File: config.mk
export PLATFORM = sky130hd
export DESIGN_NAME = fetch_unit_flat
export DESIGN_NICKNAME = d
export VERILOG_FILES = /design/src/rtl/cpu_pkg.sv /design/src/rtl/fetch_unit_if.sv /design/src/rtl/fetch_buffer.sv /design/src/rtl/fetch_unit.sv /design/src/flat_wrapper.sv
export SDC_FILE = /design/constraint.sdc
export NUM_CORES = 1
export LEC_CHECK = 0
export ABC_AREA = 1
export CORE_MARGIN = 2
export CORE_UTILIZATION = 55
export CTS_CLUSTER_DIAMETER = 120
export DETAILED_ROUTE_END_ITERATION = 6
export PLACE_DENSITY = 0.82
export SLEW_MARGIN = 20
export SYNTH_ARGS = -nofsm -noshare
export SYNTH_HDL_FRONTEND = slang
export SYNTH_HIERARCHICAL = 1
export SYNTH_SLANG_ARGS = --single-unit
export TNS_END_PERCENT = 100
File: constraint.sdc
create_clock -name clk -period 5.88 [get_ports clk]
set_clock_uncertainty 0.1 [all_clocks]
set_input_delay 1.764 -clock clk [delete_from_list [all_inputs] [get_ports clk]]
set_output_delay 1.764 -clock clk [all_outputs]
set_load 0.005 [all_outputs]
File: src/rtl/cpu_pkg.sv
// Shared types for the instruction-fetch stage.
// Word width, reset PC default, FSM states and buffer entry.
package cpu_pkg;

  localparam int WORD_W = 32;
  localparam logic [WORD_W-1:0] RESET_PC_DEF = 32'h0000_0000;

  typedef enum logic [1:0] {
    BOOT,
    RUN,
    HALTED
  } fetch_state_e;

  typedef struct packed {
    logic [WORD_W-1:0] instr;
    logic [WORD_W-1:0] pc;
  } fetch_entry_t;

endpackage

File: src/rtl/fetch_unit_if.sv
// Instruction-memory bus between fetch and imem.
// Fetch is master: it drives address and read enable.
interface fetch_unit_if;
  import cpu_pkg::*;

  logic [WORD_W-1:0] imem_addr;
  logic              imem_rd_en;
  logic [WORD_W-1:0] imem_instr;
  logic              imem_ready;

  modport master (
    output imem_addr,
    output imem_rd_en,
    input  imem_instr,
    input  imem_ready
  );

  modport slave (
    input  imem_addr,
    input  imem_rd_en,
    output imem_instr,
    output imem_ready
  );

endinterface

File: src/rtl/fetch_buffer.sv
// Two-entry FIFO of {instr, pc} between imem and decode.
// Push into a full FIFO is only honoured together with a pop.
module fetch_buffer
  import cpu_pkg::*;
(
  input  logic         clk,
  input  logic         rst,
  input  logic         push,
  input  logic         pop,
  input  logic         flush,
  input  fetch_entry_t wdata,
  output fetch_entry_t head,
  output logic [1:0]   count,
  output logic         empty,
  output logic         full
);

  fetch_entry_t mem_q [2];
  fetch_entry_t mem_d [2];
  logic         hd_q, hd_d;
  logic [1:0]   cnt_q, cnt_d;
  logic         do_push, do_pop;

  always_comb begin
    empty   = cnt_q == 2'd0;
    full    = cnt_q == 2'd2;
    do_pop  = pop && !empty;
    do_push = push && (!full || do_pop);
    mem_d   = mem_q;
    hd_d    = hd_q;
    cnt_d   = cnt_q;
    if (flush) begin
      cnt_d = 2'd0;
      hd_d  = 1'b0;
    end else begin
      // tail slot is (head + count) mod 2
      if (do_push) mem_d[hd_q ^ cnt_q[0]] = wdata;
      if (do_pop) hd_d = ~hd_q;
      cnt_d = cnt_q + {1'b0, do_push} - {1'b0, do_pop};
    end
  end

  assign head  = mem_q[hd_q];
  assign count = cnt_q;

  always_ff @(posedge clk) begin
    if (rst) begin
      mem_q[0] <= '0;
      mem_q[1] <= '0;
      hd_q     <= 1'b0;
      cnt_q    <= 2'd0;
    end else begin
      mem_q <= mem_d;
      hd_q  <= hd_d;
      cnt_q <= cnt_d;
    end
  end

endmodule

File: src/rtl/fetch_unit.sv
// Instruction-fetch stage: PC, one-word imem reads, 2-entry
// output buffer, redirect flush and halt.
module fetch_unit
  import cpu_pkg::*;
#(
  parameter logic [WORD_W-1:0] RESET_PC  = RESET_PC_DEF,
  parameter int                BUF_DEPTH = 2
) (
  input  logic              clk,
  input  logic              rst,
  fetch_unit_if.master      imem,
  input  logic              redirect_valid,
  input  logic [WORD_W-1:0] redirect_pc,
  input  logic              halt_req,
  input  logic              id_stall,
  output logic              if_valid,
  output logic [WORD_W-1:0] if_instr,
  output logic [WORD_W-1:0] if_pc,
  output logic              if_halted
);

  localparam logic [2:0] DEPTH = 3'(BUF_DEPTH);

  fetch_state_e      state_q, state_d;
  logic [WORD_W-1:0] pc_q, pc_d;
  logic [WORD_W-1:0] iss_pc_q, iss_pc_d;
  logic              inflight_q, inflight_d;
  logic              discard_q, discard_d;

  logic [WORD_W-1:0] addr;
  logic [2:0]        load;
  logic              room, issue, push, pop;
  logic [1:0]        count;
  logic              empty, full;
  fetch_entry_t      wdata, head;

  fetch_buffer u_buf (
    .clk   (clk),
    .rst   (rst),
    .push  (push),
    .pop   (pop),
    .flush (redirect_valid),
    .wdata (wdata),
    .head  (head),
    .count (count),
    .empty (empty),
    .full  (full)
  );

  always_comb begin
    addr  = redirect_valid ? redirect_pc : pc_q;
    load  = {1'b0, count} + {2'b00, inflight_q};
    pop   = !empty && !id_stall && !redirect_valid && !rst;
    room  = (load < DEPTH) || (load == DEPTH && pop);
    issue = !rst && (redirect_valid ||
            (state_q == RUN && !halt_req && room));
    // the word returning in a redirect cycle is stale
    push  = imem.imem_ready && !discard_q &&
            !redirect_valid && !rst;
    wdata = '{instr: imem.imem_instr, pc: iss_pc_q};

    pc_d       = issue ? addr + 32'd1 : pc_q;
    iss_pc_d   = issue ? addr : iss_pc_q;
    inflight_d = issue;
    discard_d  = 1'b0;

    state_d = state_q;
    unique case (state_q)
      BOOT:    state_d = RUN;
      RUN:     if (!redirect_valid && halt_req) state_d = HALTED;
      HALTED:  if (redirect_valid) state_d = RUN;
      default: state_d = BOOT;
    endcase
  end

  assign imem.imem_addr  = addr;
  assign imem.imem_rd_en = issue;

  assign if_valid  = !empty && !rst;
  assign if_instr  = if_valid ? head.instr : '0;
  assign if_pc     = if_valid ? head.pc : '0;
  assign if_halted = state_q == HALTED && !rst;

  always_ff @(posedge clk) begin
    if (rst) begin
      state_q    <= BOOT;
      pc_q       <= RESET_PC;
      iss_pc_q   <= '0;
      inflight_q <= 1'b0;
      discard_q  <= 1'b1;
    end else begin
      state_q    <= state_d;
      pc_q       <= pc_d;
      iss_pc_q   <= iss_pc_d;
      inflight_q <= inflight_d;
      discard_q  <= discard_d;
    end
  end

  always_ff @(posedge clk) begin
    if (!rst) begin
      assert (!(push && full && !pop))
        else $error("fetch buffer overflow");
    end
  end

endmodule

File: src/flat_wrapper.sv
// flat-port wrapper written by rule: the top's interface ports become plain ports
module fetch_unit_flat import cpu_pkg::*;
#(
  parameter logic [WORD_W-1:0] RESET_PC  = RESET_PC_DEF,
  parameter int                BUF_DEPTH = 2
)
  (clk, rst, redirect_valid, redirect_pc, halt_req, id_stall, if_valid, if_instr, if_pc, if_halted, imem_imem_addr, imem_imem_rd_en, imem_imem_instr, imem_imem_ready);
  fetch_unit_if imem_i ();
  input  logic clk;
  input  logic rst;
  input  logic redirect_valid;
  input  logic [WORD_W-1:0] redirect_pc;
  input  logic halt_req;
  input  logic id_stall;
  output logic if_valid;
  output logic [WORD_W-1:0] if_instr;
  output logic [WORD_W-1:0] if_pc;
  output logic if_halted;
  output wire logic [$bits(imem_i.imem_addr)-1:0] imem_imem_addr;
  output wire logic [$bits(imem_i.imem_rd_en)-1:0] imem_imem_rd_en;
  input wire logic [$bits(imem_i.imem_instr)-1:0] imem_imem_instr;
  input wire logic [$bits(imem_i.imem_ready)-1:0] imem_imem_ready;
  assign imem_imem_addr = imem_i.imem_addr;
  assign imem_imem_rd_en = imem_i.imem_rd_en;
  assign imem_i.imem_instr = imem_imem_instr;
  assign imem_i.imem_ready = imem_imem_ready;
  fetch_unit #(.RESET_PC(RESET_PC), .BUF_DEPTH(BUF_DEPTH)) u_core (.clk(clk), .rst(rst), .imem(imem_i), .redirect_valid(redirect_valid), .redirect_pc(redirect_pc), .halt_req(halt_req), .id_stall(id_stall), .if_valid(if_valid), .if_instr(if_instr), .if_pc(if_pc), .if_halted(if_halted));
endmodule
==> results of run 1 <==
==> layout by cell type (no fill, tap or decap) <==
cell,count
inv_1,259
a22o_1,3
or2_2,3
clkdlybuf4s50_1,168
inv_2,4
buf_4,15
o22ai_1,1
nor2_4,7
xnor2_1,2
nand4_1,2
clkinv_4,4
ha_1,6
and2_1,1
clkinv_2,4
buf_12,2
nor2_2,9
nand3b_1,1
inv_6,6
dfxtp_4,1
o21bai_1,1
o21ai_0,103
nand2_1,563
a21oi_1,9
inv_8,1
xor2_1,10
nor2_8,1
clkbuf_16,17
dfxtp_1,198
nor2_1,364
nand2_4,7
nand3_1,34
clkinvlp_4,1
inv_4,1
nand2_2,33
o21ai_1,7
nor3_1,1
==> worst max-delay path, delay by kind of cell <==
| family | cells | cell delay [ps] |
|---|---|---|
| AND/OR/NAND/NOR | 1 | 270 |
| AO/OA/AOI/OAI | 1 | 140 |
| buffers and inverters | 5 | 1430 |
==> layer usage <==
layer	part of all wire	wire (um)	track usage
met4	0.017	409	0.0779
met1	0.47	11600	0.337
met2	0.45	11000	0.398
met5	0	0	0
met3	0.060	1470	0.0340
==> area by class of cell <==
class                      instances  area [sq um]  area share
timing repair buffer             185          1830       0.145
clock inverter                    15           119     0.00942
sequential                       199          3990       0.316
multi-input combinational       1168          4960       0.393
inverter                         265          1000      0.0793
tap                              234           293      0.0232
clock buffer                      17           425      0.0337
==> registers in the layout, summed over array words and instances, names as in the netlist <==
name and cells:
u_core/discard_q 1, u_core/pc_q 32, u_core/state_q 2, u_core/u_buf/mem_q 128
u_core/u_buf/hd_q 1, u_core/iss_pc_q 32, u_core/u_buf/count 2, u_core/inflight_q 1
==> through the flow <==
step           cells  area, sq um  hold slack, ps  power, uW
6_report        2083        12600             365       2840
3_3_place_gp    2051        12100             347       1780
5_1_grt         2083        12600             375       2970
2_1_floorplan   1718        10500             326       1640
4_1_cts         2083        12600             363       2870
3_5_place_dp    2051        12100             351       1780
==> power by group <==
part	internal (uW)	switching, uW	total [uW]
sequential	1400	29.6	1430
combinational	141	188	329
clock	552	536	1090
==> worst paths after layout <==
check                                                           end                           start  slack, ps  cells past startpoint
worst max-delay path                             imem_imem_addr[31]                  redirect_valid        410                      7
worst min-delay path                    u_core/pc_q[2]$_SDFFE_PP0P_     u_core/pc_q[2]$_SDFFE_PP0P_        360                      2
worst max register to register  u_core/u_buf/mem_q[21]$_SDFFE_PP0P_  u_core/u_buf/hd_q$_SDFFE_PP0P_       3200                      8
worst min register to register          u_core/pc_q[2]$_SDFFE_PP0P_     u_core/pc_q[2]$_SDFFE_PP0P_        360                      2
==> results.yml, run 1 <==
timing:
  final_max_slew_viol_count: 0
  rsz0062_at_grt: "no"
  finalSetupTns_ps: 0
  max_freq_mhz: 183
  post-route-period-util: 0.931
  setup_viol: 0
  hold_viol_final: 0
  maxSlewHeadroom: 0.318
  fin_crit_ps: 5470
  worst_slew_pin_slew_ps: 1020
  setup_ws_ps: 405
cells_and_area:
  layout-drive-gt1-share: 0.0627
  n_antenna_cell: 0
  final_nets: 1912
  syn2layout_area_growth_pct: 20.3
  postLayoutCoreUtil: 0.674
  fill_cells: 1684
setup_path:
  max_stage_delay_ps: 560
  arrival_ps: 3610
  start_kind: "input port"
  cp-end-kind: "output port"
  crit_chain: "clkdlybuf4s50_1 -> buf_4 -> inv_6 -> or2_2 -> o21ai_0 -> inv_1 -> clkdlybuf4s50_1"
  crit_slowest_cell: "clkdlybuf4s50_1"
  worstPathRequired_ps: 4020
  crit_fanout: 20
  crit_path_frequent_cell: "clkdlybuf4s50_1"
  path_class: "input port to output port"
routing:
  drt_iter0_drc: 532
  drc_errors: 0
  vias: 9872
  wl_per_cell_um: 11.7
  viasPerCell: 4.74
  dr.pass1.iters: 6
  wl_um: 24400
  ant_nets: 0
floorplan:
  core_sq_mm: 0.0187
  num_rows: 50
  dieArea_sq_mm: 0.0202
  io_pins: 169
  start_util: 0.561
  die_h_um: 142
  die_w_um: 142
global_routing:
  antenna_found_initial: 0
  grt_overflow: 0
  grt_usage: 0.245
  grt_max_degree: 115
  grt_pass1_vias: 8697
  grt_pass1_wl_um: 40800
synth:
  synthCells: 1718
  ys_warn_count: 6
  syn_avg_cell_area_sq_um: 6.11
  syn_nets: 1794
  syn-cell-area_sq_mm: 0.0105
clocking:
  post-cts-setup-buffer-count: 0
  htreeDepth: 4
  clk_latency_ps: 430
  root_buffer: "clkbuf_16"
  cts_buffers: 17
  clk_pin_slew_ps: 70
  cts_buffer_depth: 2
  cts_hold_buffers: 0
  cts_resized: 0
  cts_tree: "yes"
  clock_sinks: 199
place:
  place.gp.congestion: 0.964
  hpwl_um: 16600
  dpl_worst_slack_ps: 403
  io_buffers: 168
hold_path:
  min_path_type: "register to register"
pwr:
  leakage_uw: 0.00608
  pwr_density_cell_mw_per_mm2: 225
  worst_ir_drop_vdd_mv: 0.206
job:
  drv_cap: 0
run_status:
  status: "complete, no violations"
Note: power is estimated with default switching activity, not from simulation.
==> run 2: changes to the inputs <==
GPL_TIMING_DRIVEN = 0   (was not set)
PLACE_DENSITY = 0.83   (was 0.82)
SYNTH_HIERARCHICAL = not set   (was 1)
==> results.yml, run 2 <==
setup_path:
  cp-end-kind: "output port"
  critical_path.n_buffers_inverters: 6
  start_kind: "input port"
  worstPathRequired_ps: 4020
  crit_path_frequent_cell: "clkdlybuf4s50_1"
  regToRegEndpoint: "u_core.pc_q[15]$_SDFFE_PP0P_"
  crit_chain: "clkdlybuf4s50_1 -> buf_2 -> a21oi_1 -> buf_4 -> clkbuf_4 -> nand2_1 -> inv_1 -> clkdlybuf4s50_1"
  r2r-start: "u_core.u_buf.count[0]$_SDFF_PP0_"
  max_stage_delay_ps: 510
  cp.depth: 8
  crit_fanout: 10
  crit_slowest_cell: "clkdlybuf4s50_1"
  path_class: "input port to output port"
  r2r_slack_ps: 3480
  cp_top_family: "buffers and inverters"
  reg2regPathDepth: 12
  arrival_ps: 3870
synth:
  synth_mux_area_frac: 0
  ys_warn_count: 0
  synth_xor_area_frac: 0.0125
  syn_avg_cell_area_sq_um: 6.85
  yosysTopAreaCellShare: 0.408
  synth-edff-count: 0
  synthCells: 1427
  ys_seq_elements: 199
  synth_flop_cell: "dfxtp_1"
  synth_fa_ha_area_frac: 0.00768
  synth-compound-area-share: 0.190
  synth-simple-area-share: 0.238
  syn_nets: 1503
  synth_top_area_cell: "dfxtp_1"
  yosysMostFrequentCell: "nand2_1"
  async_flop_share: 0
  synth_area_leaders: "dfxtp_1, nand2_1, inv_1"
  synth_top_family_by_area: "simple AND/OR/NAND/NOR gates"
  synth_cell_type_count: 31
  ys_top_cells_by_count: "nand2_1, inv_1, dfxtp_1, o21ai_0, a21oi_1"
  yosysSeqAreaShare: 0.408
  syn-cell-area_sq_mm: 0.00977
routing:
  wl_per_cell_um: 13.9
  met3_length_um: 1570
  dr.max_layer_used: "met4"
  viasPerCell: 5.09
  dr.pass1.iters: 7
  vias: 9425
  drt_iter0_drc: 609
  wl_um: 25700
  ant_nets: 0
  wl_met2_um: 12300
  drc_errors: 0
  m1WireLength_um: 11200
clocking:
  htreeDepth: 4
  cts_buffer_depth: 2
  cts_hold_buffers: 0
  clock_sinks: 199
  clk_latency_ps: 430
  clk_pin_slew_ps: 60
  root_buffer: "clkbuf_16"
  cts_tree: "yes"
  cts_buffers: 17
floorplan:
  io_pins: 169
  core_sq_mm: 0.0174
  die_w_um: 137
  num_rows: 48
  die_h_um: 137
  dieArea_sq_mm: 0.0188
  start_util: 0.563
hold_path:
  hp-start: "u_core.u_buf.mem_q[12]$_SDFFE_PP0P_"
  holdPathStages: 2
  min_path_type: "register to register"
  min_to: "u_core.u_buf.mem_q[12]$_SDFFE_PP0P_"
timing:
  worst_slew_pin_slew_ps: 538
  fin_crit_ps: 5730
  setup_ws_ps: 147
  max_freq_mhz: 174
  hold_viol_final: 0
  rsz0062_at_grt: "no"
  finalSetupTns_ps: 0
  final_max_slew_viol_count: 0
  maxSlewHeadroom: 0.641
  post-route-period-util: 0.975
  setup_viol: 0
place:
  dpl_worst_slack_ps: -378
  place_inst: 1819
  io_buffers: 167
  place.gp.congestion: 0.919
  hpwl_um: 18800
run_status:
  status: "complete, no violations"
global_routing:
  grt_pass1_vias: 8696
  grt_usage: 0.278
  antenna_found_initial: 0
  grt_overflow: 0
  grt_max_degree: 17
  grt_pass1_wl_um: 41600
cells_and_area:
  largest_reg_flops: 128
  layout_commonest_cell: "nand2_1"
  syn2layout_area_growth_pct: 25.9
  finalNonFillerCells: 1850
  fill_cells: 1468
  layout-drive-gt1-share: 0.0862
  n_antenna_cell: 0
  regMostFlops: "u_core.u_buf.mem_q"
  final_nets: 1688
  layout_common_cells: "nand2_1, inv_1, dfxtp_1"
  reg_top3: "u_core.u_buf.mem_q (128), u_core.iss_pc_q (32), u_core.pc_q (32)"
  seqCellArea_sq_mm: 0.00398
  multi_input_area_sq_mm: 0.00438
pwr:
  pwr_density_cell_mw_per_mm2: 233
  leakage_uw: 0.00522
  worst_ir_drop_vdd_mv: 0.223
job:
  drv_cap: 0
## run 2: changes by cell type in the layout (fill, tap and decap cells not counted), moves of 12 or more
cell	delta
a21oi_1	+129
buf_6	+16
clkbuf_1	+44
inv_1	-17
nand2_1	-194
nand2_2	-12
nand2_4	+16
nor2_1	-335
o21ai_0	+55
o21ai_1	+66
## run 2: per-stage QoR
stage | utilization | power, uW | area (sq um) | hold WS (ps)
6_report | 0.709 | 2870 | 12300 | 346
5_1_grt | 0.709 | 2960 | 12300 | 361
4_1_cts | 0.709 | 2870 | 12300 | 347
3_3_place_gp | 0.676 | 1760 | 11700 | 332
2_1_floorplan | - | 1620 | 9770 | 321
3_5_place_dp | 0.676 | 1770 | 11700 | 336
## run 2: layout make-up
cell class,instances,share of cell area
multi-input combinational,900,0.356
timing repair buffer,167,0.136
clock buffer,22,0.0385
clock inverter,10,0.00793
sequential,199,0.324
tap,225,0.0229
inverter,246,0.0756
buffer,81,0.0394
## run 2: cell families (layout without fill, tap and decap cells)
family	Yosys count	count (layout)
AOI/OAI and AO/OA	370	370
xor gates and xnor gates	14	14
adders and majority gates	6	6
buffers and inverters	328	526
DFF	199	199
and+or+nand+nor	510	510
## run 2: power by group
group | internal (uW) | switching [uW] | total, uW
clock network | 619 | 507 | 1130
logic | 139 | 181 | 320
registers | 1390 | 27.9 | 1420
## run 2: worst max-delay path by stage
| stage | end | from | slack [ps] |
|---|---|---|---|
| final | if_pc[13] | rst | 150 |
| after global placement | if_pc[13] | rst | -300 |
| after floorplan | if_instr[10] | rst | 1270 |
| after detailed placement | if_pc[13] | rst | -380 |
| after CTS | if_pc[13] | rst | 20 |
| after global routing | imem_imem_rd_en | rst | 8 |
## run 2: worst min-delay path, stage by stage (launching register included)
cell and delay, ps:
dfxtp_1 310, inv_1 50, a21oi_1 50
## run 2: metal layers
| metal | vias up | track usage |
|---|---|---|
| li1 | 4795 | - |
| met1 | 4279 | 0.360 |
| met2 | 310 | 0.476 |
| met3 | 41 | 0.0390 |
| met4 | 0 | 0.0985 |
| met5 | - | 0 |
## run 2: timing repair
item / 4_1_cts / 5_1_grt
setup buffers: 0 / 0
pin swaps: 0 / 0
setup endpoints to repair: 50 / 51
resized for setup: 6 / 6
==> run 3: changes to the inputs <==
CAP_MARGIN = 20   (was not set)
CORE_UTILIZATION = 53   (was 55)
PLACE_DENSITY = 0.92   (was 0.83)
clock period = 5.6 ns   (was 5.88 ns; I/O delays follow)
==> results.yml, run 3 (same netlist as run 2, synthesis figures left out) <==
setup_path:
  r2r_slack_ps: 3180
  worstPathRequired_ps: 3820
  crit_fanout: 10
  start_kind: "input port"
  cp-end-kind: "output port"
  r2r-start: "u_core.u_buf.count[0]$_SDFF_PP0_"
  reg2regPathDepth: 11
  path_class: "input port to output port"
  arrival_ps: 3720
  regToRegEndpoint: "u_core.pc_q[31]$_SDFFE_PP0P_"
clocking:
  cts_tree: "yes"
  clock_sinks: 199
  clk_pin_slew_ps: 70
  cts_hold_buffers: 0
  cts_resized: 8
  cts_buffers: 17
  post-cts-setup-buffer-count: 0
  htreeDepth: 4
  clk_latency_ps: 440
  cts_buffer_depth: 2
  root_buffer: "clkbuf_16"
place:
  hpwl_um: 19500
  dpl_worst_slack_ps: -488
  io_buffers: 167
  place.gp.congestion: 0.944
hold_path:
  min_path_type: "register to register"
  hp-start: "u_core.u_buf.mem_q[13]$_SDFFE_PP0P_"
  holdPathStages: 2
  min_to: "u_core.u_buf.mem_q[13]$_SDFFE_PP0P_"
floorplan:
  num_rows: 49
  die_h_um: 140
  io_pins: 169
  core_sq_mm: 0.0180
  die_w_um: 140
  dieArea_sq_mm: 0.0195
  start_util: 0.542
timing:
  setup_viol: 0
  holdWs_ps: 347
  post-route-period-util: 0.982
  worst_slew_pin_slew_ps: 538
  fin_crit_ps: 5500
  hold_viol_final: 0
  finalSetupTns_ps: 0
  max_freq_mhz: 182
  final_max_slew_viol_count: 0
  maxSlewHeadroom: 0.641
  setup_ws_ps: 98.5
cells_and_area:
  final_nets: 1688
  largest_reg_flops: 128
  regMostFlops: "u_core.u_buf.mem_q"
  n_antenna_cell: 0
  syn2layout_area_growth_pct: 26.1
  layout_commonest_cell: "nand2_1"
  layout_common_cells: "nand2_1, inv_1, dfxtp_1"
  layout-drive-gt1-share: 0.0868
  reg_top3: "u_core.u_buf.mem_q (128), u_core.iss_pc_q (32), u_core.pc_q (32)"
pwr:
  pwr_density_cell_mw_per_mm2: 246
  worst_ir_drop_vdd_mv: 0.267
  finalPower_uw: 3030
  leakage_uw: 0.00523
job:
  drv_cap: 0
global_routing:
  grt_usage: 0.268
  grt_overflow: 0
  grt_max_degree: 19
  antenna_found_initial: 0
  grt_pass1_wl_um: 43100
  grt_pass1_vias: 9121
routing:
  dr.max_layer_used: "met4"
  dr.pass1.iters: 5
  ant_nets: 0
  drt_iter0_drc: 549
  vias: 9594
  wl_met2_um: 12500
  wl_per_cell_um: 14.2
  viasPerCell: 5.18
  met3_length_um: 1690
  wl_um: 26400
  m1WireLength_um: 11200
  drc_errors: 0
run_status:
  status: "complete, no violations"
run 3: cell types whose count changed in the layout (fill, tap and decap cells not counted), sizes merged:
cell    previous run  this run
inv              244       246
clkbuf            66        63
clkinv             8         7
bufinv             1         2
run 3: worst max-delay path, cell delays in order:
cell and delay [ps]:
clkdlybuf4s50_1 460, buf_2 240, a21oi_2 180, clkbuf_8 220, buf_2 230, nand2_1 140
inv_1 70, clkdlybuf4s50_1 490
run 3: worst max-delay path by stage:
stage / start / endpoint / slack, ps
3_3_place_gp: rst / if_pc[11] / -510
2_1_floorplan: rst / if_instr[10] / 1150
6_report: rst / if_pc[15] / 100
5_1_grt: rst / imem_imem_rd_en / -1
3_5_place_dp: rst / if_pc[10] / -490
4_1_cts: rst / imem_imem_rd_en / 30
run 3: final cells by class:
cell class	instances	area (sq um)
fillers	1497	5700
multi-input cells	900	4390
flip-flops and latches	199	3980
repair buffers	167	1670
inverters	246	936
plain buffers	81	485
clock buffers	19	443
well taps	229	287
clock inverters	12	129
run 3: power breakdown:
group / switching, uW / internal [uW] / total [uW]
logic: 194 / 147 / 341
clock network: 534 / 666 / 1200
registers: 29.5 / 1460 / 1490
total: 757 / 2280 / 3030
run 3: through the flow:
stage / util / cells / instance area [sq um]
6_report: 0.684 / 1853 / 12300
5_1_grt: 0.684 / 1853 / 12300
4_1_cts: 0.683 / 1853 / 12300
3_5_place_dp: 0.651 / 1823 / 11700
3_3_place_gp: 0.651 / 1823 / 11700
2_1_floorplan: - / 1427 / 9770
run 3: metal layers:
metal | GRT usage | vias to the layer above
li1 | - | 4801
met4 | 0.127 | 0
met5 | 0 | -
met1 | 0.333 | 4330
met3 | 0.0416 | 76
met2 | 0.456 | 387
